==> config.mk <==
export PLATFORM = sky130hd
export DESIGN_NAME = seq_divider
export DESIGN_NICKNAME = d
export VERILOG_FILES = /design/src/rtl/seq_divider.sv
export SDC_FILE = /design/constraint.sdc
export NUM_CORES = 1
export LEC_CHECK = 0
export BUFFER_PORTS_ARGS = -buffer_cell sky130_fd_sc_hd__buf_2
export CELL_PAD_IN_SITES_DETAIL_PLACEMENT = 0
export CELL_PAD_IN_SITES_GLOBAL_PLACEMENT = 1
export CORE_MARGIN = 10
export CORE_UTILIZATION = 40
export DETAILED_ROUTE_END_ITERATION = 8
export MAX_ROUTING_LAYER = met4
export PLACE_DENSITY = 0.78
export SLEW_MARGIN = 0
export SYNTH_ARGS = -nofsm -noshare
export SYNTH_HDL_FRONTEND = slang
export SYNTH_SLANG_ARGS = --single-unit
export TNS_END_PERCENT = 10
==> constraint.sdc <==
create_clock -name clk -period 3.4 [get_ports clk]
set_input_delay 0.51 -clock clk [delete_from_list [all_inputs] [get_ports clk]]
set_output_delay 0.51 -clock clk [all_outputs]
set_load 0.01 [all_outputs]
==> src/rtl/seq_divider.sv <==
`timescale 1ns/1ps
// seq_divider: radix-2 restoring divider that resolves one quotient bit per
// clock. It supports signed and unsigned operands, a start/done handshake, and
// divide-by-zero and signed-overflow flags.
module seq_divider #(
  parameter int WIDTH     = 16,
  parameter bit SIGNED_EN = 1'b1
) (
  input  logic             clk,
  input  logic             rst,
  input  logic             start,
  input  logic             signed_mode,
  input  logic [WIDTH-1:0] dividend,
  input  logic [WIDTH-1:0] divisor,
  output logic             ready,
  output logic             done,
  output logic [WIDTH-1:0] quotient,
  output logic [WIDTH-1:0] remainder,
  output logic             div_by_zero,
  output logic             overflow
);

  localparam int CW = $clog2(WIDTH + 1);
  localparam logic [WIDTH-1:0] MIN_VAL = {1'b1, {(WIDTH-1){1'b0}}};

  typedef enum logic [1:0] {IDLE, RUN, FINISH} state_t;

  state_t           state, state_nx;
  logic [CW-1:0]    count;
  logic [WIDTH:0]   prem;       // partial remainder
  logic [WIDTH-1:0] dvd_q;      // dividend magnitude, shifts into quotient
  logic [WIDTH-1:0] dsr_q;      // divisor magnitude
  logic [WIDTH-1:0] orig_dvd;   // raw dividend, returned on divide-by-zero
  logic             q_neg, r_neg, dz_q, ovf_q;

  logic             eff_signed, dsr_zero, ovf_in;
  logic [WIDTH-1:0] dvd_mag, dsr_mag;
  logic [WIDTH+1:0] shifted, diff;
  logic [WIDTH-1:0] q_final, r_final;

  assign ready = (state == IDLE);

  // Operand preparation: effective mode, magnitudes and special-case detection
  always_comb begin
    eff_signed = signed_mode & SIGNED_EN;
    dsr_zero   = (divisor == '0);
    dvd_mag    = (eff_signed && dividend[WIDTH-1]) ? -dividend : dividend;
    dsr_mag    = (eff_signed && divisor[WIDTH-1])  ? -divisor  : divisor;
    ovf_in     = eff_signed && (dividend == MIN_VAL) && (divisor == '1);
  end

  // One restoring step and the final sign correction
  always_comb begin
    shifted = {prem, dvd_q[WIDTH-1]};
    diff    = shifted - {2'b00, dsr_q};
    q_final = q_neg ? -dvd_q : dvd_q;
    r_final = r_neg ? -prem[WIDTH-1:0] : prem[WIDTH-1:0];
  end

  // State register
  always_ff @(posedge clk or posedge rst) begin
    if (rst) state <= IDLE;
    else     state <= state_nx;
  end

  // Next-state logic
  always_comb begin
    state_nx = state;
    case (state)
      IDLE:    if (start) state_nx = dsr_zero ? FINISH : RUN;
      RUN:     if (count == CW'(1)) state_nx = FINISH;
      FINISH:  if (count == '0) state_nx = IDLE;
      default: state_nx = IDLE;
    endcase
  end

  // Datapath: operand capture, iteration and result registers
  always_ff @(posedge clk or posedge rst) begin
    if (rst) begin
      count       <= '0;
      prem        <= '0;
      dvd_q       <= '0;
      dsr_q       <= '0;
      orig_dvd    <= '0;
      q_neg       <= 1'b0;
      r_neg       <= 1'b0;
      dz_q        <= 1'b0;
      ovf_q       <= 1'b0;
      done        <= 1'b0;
      quotient    <= '0;
      remainder   <= '0;
      div_by_zero <= 1'b0;
      overflow    <= 1'b0;
    end else begin
      done <= 1'b0;
      case (state)
        IDLE: begin
          if (start) begin
            dvd_q       <= dvd_mag;
            dsr_q       <= dsr_mag;
            orig_dvd    <= dividend;
            prem        <= '0;
            q_neg       <= eff_signed & (dividend[WIDTH-1] ^ divisor[WIDTH-1]);
            r_neg       <= eff_signed & dividend[WIDTH-1];
            dz_q        <= dsr_zero;
            ovf_q       <= ovf_in;
            div_by_zero <= 1'b0;
            overflow    <= 1'b0;
            // divide-by-zero skips RUN but spends an extra FINISH cycle,
            // giving a fixed two-edge latency for that path
            count       <= dsr_zero ? CW'(1) : CW'(WIDTH);
          end
        end
        RUN: begin
          count <= count - CW'(1);
          if (!diff[WIDTH+1]) begin
            prem  <= diff[WIDTH:0];
            dvd_q <= {dvd_q[WIDTH-2:0], 1'b1};
          end else begin
            prem  <= shifted[WIDTH:0];
            dvd_q <= {dvd_q[WIDTH-2:0], 1'b0};
          end
        end
        FINISH: begin
          if (count != '0) begin
            count <= count - CW'(1);
          end else begin
            done        <= 1'b1;
            div_by_zero <= dz_q;
            overflow    <= ovf_q;
            quotient    <= dz_q ? '1 : q_final;
            remainder   <= dz_q ? orig_dvd : r_final;
          end
        end
        default: count <= '0;
      endcase
    end
  end

endmodule
### Yosys cells after proc, flatten, opt, wreduce, memory -nomap -nowiden

Cells that the tools add are included.

| word-level totals | value |
|---|---|
| output and inout port bits | 36 |
| input bits | 36 |
| register bits | 111 |

| cells by class | value |
|---|---|
| bitwise operators | 4 |
| reduce and logical (&&, ||, !) cells | 16 |
| add/sub/neg operators | 6 |
| equality and inequality tests | 10 |
| mux-type cells | 28 |

Operators by type and width:

| kind | count |
|---|---|
| $mux 16 | 7 |
| $neg 16->16 | 4 |
| $mux 17 | 2 |
| $pmux 17 s2 | 1 |
| $eq 16x16->1 const B | 2 |
| $pmux 16 s2 | 1 |
| $sub 18x16->18 | 1 |
| $logic_not 16->1 | 1 |
| $mux 5 | 3 |
| $pmux 5 s3 | 1 |
| $ne 2x2->1 const B | 5 |
| $mux 2 | 4 |
| $reduce_and 2->1 | 4 |
| $mux 1 | 6 |
| $pmux 2 s3 | 1 |
| $reduce_and 3->1 | 2 |
| $eq 5x1->1 const B | 1 |
| $logic_not 5->1 | 1 |
| $reduce_bool 5->1 | 1 |
| $sub 5x1->5 const B | 1 |
| $logic_and 1x1->1 | 4 |
| $pmux 1 s2 | 2 |
| $reduce_bool 2->1 | 2 |
| $and 1x1->1 | 2 |
| 5 further kinds | 5 |

### Logic depth before layout (Yosys ltp)

| depth | value |
|---|---|
| depth in word-level cells | 4 |
| mapped depth | 10 |
| mapped depth without buffers | 10 |

### Least setup slack after synthesis

OpenSTA, ideal clock, no wires.

| path | value |
|---|---|
| path type | register -> register |
| start | register prem[13] |
| end | register prem[2] |
| path buffers | 1 |
| data arrival time | 2.545 ns |
| cell stages (with the launch flop) | 9 |
| data required time | 3.278 ns |
| slack | 0.733 ns |
| cells stage by stage | dfrtp_1 ha_1 a21o_1 a211oi_1 mux2_2 a221oi_4 buf_6 nand3_1 a32o_1 |

| on the way | value |
|---|---|
| longest elaborated chain between the ends | 3 |

RTL lines:

| item | line | text |
|---|---|---|
| start, declared | 30 | `logic [WIDTH:0] prem;` |
| start signal, assigned | 117 | `prem <= diff[WIDTH:0];` |
| start signal, assigned | 120 | `prem <= shifted[WIDTH:0];` |
| $sub 18x16->18 | 55 | `diff = shifted - {2'b00, dsr_q};` |
| $mux 17 | 116 | `if (!diff[WIDTH+1]) begin` |
| $pmux 17 s2 | 96 | `case (state)` |

Every way passes these cells.
A chain may end at the register's enable or synchronous reset.

### Final worst setup path

| path | value |
|---|---|
| start | register prem[13] |
| end | register prem[12] |

The elaborated chain is that of the path after synthesis.

==> impl_metrics.env <==
export IMPL_rows=48
export IMPL_drt_pass1_iter_count=5
export IMPL_yosysTopAreaCell="dfrtp_1"
export IMPL_ys_seq_elements=111
export IMPL_clk_pin_slew_worst_paths_ps=80
export IMPL_finClkSkew_ps=12.47
export IMPL_avgViaCountPerCell=5.496
export IMPL_antenna_left=0
export IMPL_chipWidth_um=153.7
export IMPL_cp_arrival_ps=3380
export IMPL_layout_drive_gt1_share_pct=14.86
export IMPL_drt_iter0_markers=387
export IMPL_grt_usage_pct=16.51
export IMPL_worst_pin_slew_ps=1173
export IMPL_status="completed"
export IMPL_fin_util_pct=46.27
export IMPL_cts_sinks=111
export IMPL_fin_tns_setup_ps=0
export IMPL_grt_max_degree=63
export IMPL_instances_no_fill=1113
export IMPL_synth_cell_types=65
export IMPL_dp_hpwl_um=14450
export IMPL_hold_class="input pin to flip-flop"
export IMPL_numCtsBuffers=9
export IMPL_cts_max_path_buffers=2
export IMPL_syn_area_mm2=0.007153
export IMPL_syn_num_nets=891
export IMPL_slew_headroom_pct=21.83
export IMPL_fp_dieH_um=153.7
export IMPL_synthTopCellsByArea="dfrtp_1, nand2_1, a21oi_1, o21ai_0, ha_1"
export IMPL_synth_top_area_share_pct=38.83
export IMPL_antenna_found_initial=1
export IMPL_setup_viol=0
export IMPL_cts_tree="yes"
export IMPL_async_flop_share_pct=100.0
export IMPL_nNetsFinal=949
export IMPL_io_buffers=71
export IMPL_peakVddDrop_mv=0.4940
export IMPL_post_cts_buffers=0
export IMPL_rrSetupSlack_ps=330
export IMPL_power_leakage_nw=3.550
export IMPL_wire_per_inst_um=17.09
export IMPL_diodes=0
export IMPL_core_area_mm2=0.01742
export IMPL_htree_num_levels=3
export IMPL_insertion_delay_ps=370
export IMPL_grt_pass1_wl_um=31400
export IMPL_cp_data_required_time_ps=3700
export IMPL_maxCapViolations=0
export IMPL_via_count=6117
export IMPL_synth_warnings=0
export IMPL_powerDensity_mw_per_mm2=984.6
export IMPL_synth_cells=826
export IMPL_wl_um=19020
export IMPL_overflow=0
export IMPL_io_pins=72
export IMPL_worstSetupPathType="flip-flop to flip-flop"
export IMPL_die_area_mm2=0.02363
export IMPL_syn2layout_area_growth_pct=12.66
export IMPL_cts_root_buf="clkbuf_16"
export IMPL_place_congestion=0.8719
export IMPL_finalCritPeriodShare_pct=90.38
export IMPL_rsz0062_at_grt="false"
export IMPL_ys_flop_type="dfrtp_1"
export IMPL_grt_pass1_vias=5831
export IMPL_min_period_ps=3073
export IMPL_drv_slew=0
export IMPL_start_util_pct=41.07
export IMPL_synth_edff_count=0
export IMPL_avgSynthCellArea_um2=8.660
export IMPL_hold_viol=0
export IMPL_drc_errors=0
export IMPL_cp_end_kind="flip-flop"
export IMPL_max_freq_ghz=0.3254
export IMPL_dp_cells=1097
export IMPL_crit_fanout=12
export IMPL_synth_seq_area_share_pct=38.83
export IMPL_worstSetupStartpointType="flip-flop"
## state kept, by name (all words and copies together), names as in the netlist, 2 cells and up
signal     count
remainder     16
dsr_q         16
count          5
state          2
prem          17
quotient      16
orig_dvd      16
dvd_q         16
## per-layer routing
layer | vias to the layer above | global-route usage [%] | wire [um] | share of wire, %
met4 | 0 | 3.104 | 140 | 0.74
met3 | 15 | 3.710 | 905 | 4.8
met2 | 143 | 24.21 | 8450 | 44
met1 | 2908 | 22.96 | 9524 | 50
met5 | - | - | 0 | 0
li1 | 3051 | - | - | -
## cell usage in the layout (no fill, tap or decap), types with 8 or more instances in the layout
master	Yosys	final
o21ai_0	72	72
xor2_1	31	31
nand4_1	9	9
xnor2_1	33	33
inv_1	39	38
a21oi_1	72	72
nand2_1	118	117
nand2b_1	8	8
dfrtp_1	111	111
nand3_1	16	16
or3_1	8	8
o31ai_1	13	13
nor2_1	61	61
clkbuf_16	0	9
buf_2	3	71
buf_4	0	13
a221o_1	8	8
mux2i_1	16	15
mux2_2	15	15
o211ai_1	13	13
o21ai_1	14	14
ha_1	28	28
nor4_1	8	8
## layout make-up
type,instances,area (um^2)
fillers,1749,9358
well taps,225,281.5
flip-flops and latches,111,2778
clock buffers,9,225.2
repair buffers,86,483.0
clock inverters,6,55.05
multi-input cells,636,4083
inverters,40,153.9
## timing repair
| item | in CTS | in global routing |
|---|---|---|
| endpoints found under the hold margin | 1 | 0 |
| hold buffers | 1 | 0 |
| resized for setup | 0 | 0 |
## where the power goes
group	internal, mW	leakage (nW)	switching, mW
registers	1.88	1.41	0.549
logic	1.84	2.01	2.61
clock network	0.509	0.132	0.544
total	4.23	3.55	3.70
## cell usage after synthesis, drive strengths merged, types with 9 or more instances
cell      n
o41ai    10
xor2     31
inv      39
nor2     62
o31ai    13
ha       28
o21ai    86
mux2i    16
dfrtp   111
mux2     15
nand3    16
nand4     9
nand2   118
clkbuf   30
a21oi    72
o211ai   13
buf       9
xnor2    33
## logic make-up after synthesis
logic type | share of synthesized area [%]
AO/OA/AOI/OAI | 21.29
XOR/XNOR | 7.836
adder cells (fa/ha/maj) | 5.178
buffers and inverters | 4.303
flip-flops | 38.83
multiplexers | 4.600
AND/OR/NAND/NOR | 17.96
## stage by stage
stage	instance area [um^2]	total power, mW	worst slack, ps	hold WS [ps]
3_5_place_dp	7769	6.908	388.6	382.8
5_1_grt	8059	8.688	132.9	439.9
3_3_place_gp	7769	6.862	418.6	382.6
4_1_cts	8059	7.977	366.4	442.8
6_report	8059	7.935	327.2	451.5
2_1_floorplan	7157	5.709	732.9	447.8
## worst max-delay path, cell delays in order, from the launching register on
cell and delay (ps):
dfrtp_1 490, ha_1 420, a21o_1 250, a211oi_1 360, mux2_2 410, a221o_1 380, nor2_2 460, a311o_1 240
## final timing paths
path	from	endpoint	depth (start not counted)
max in group asynchronous	rst	prem[14]	4
hold / removal	dividend[13]	orig_dvd[13]	2
setup / recovery	prem[13]	prem[12]	7
hold reg to reg	quotient[0]	quotient[0]	2
min in group asynchronous	rst	done	3
setup reg to reg	prem[13]	prem[12]	7
(Power assumes the default switching activity.)
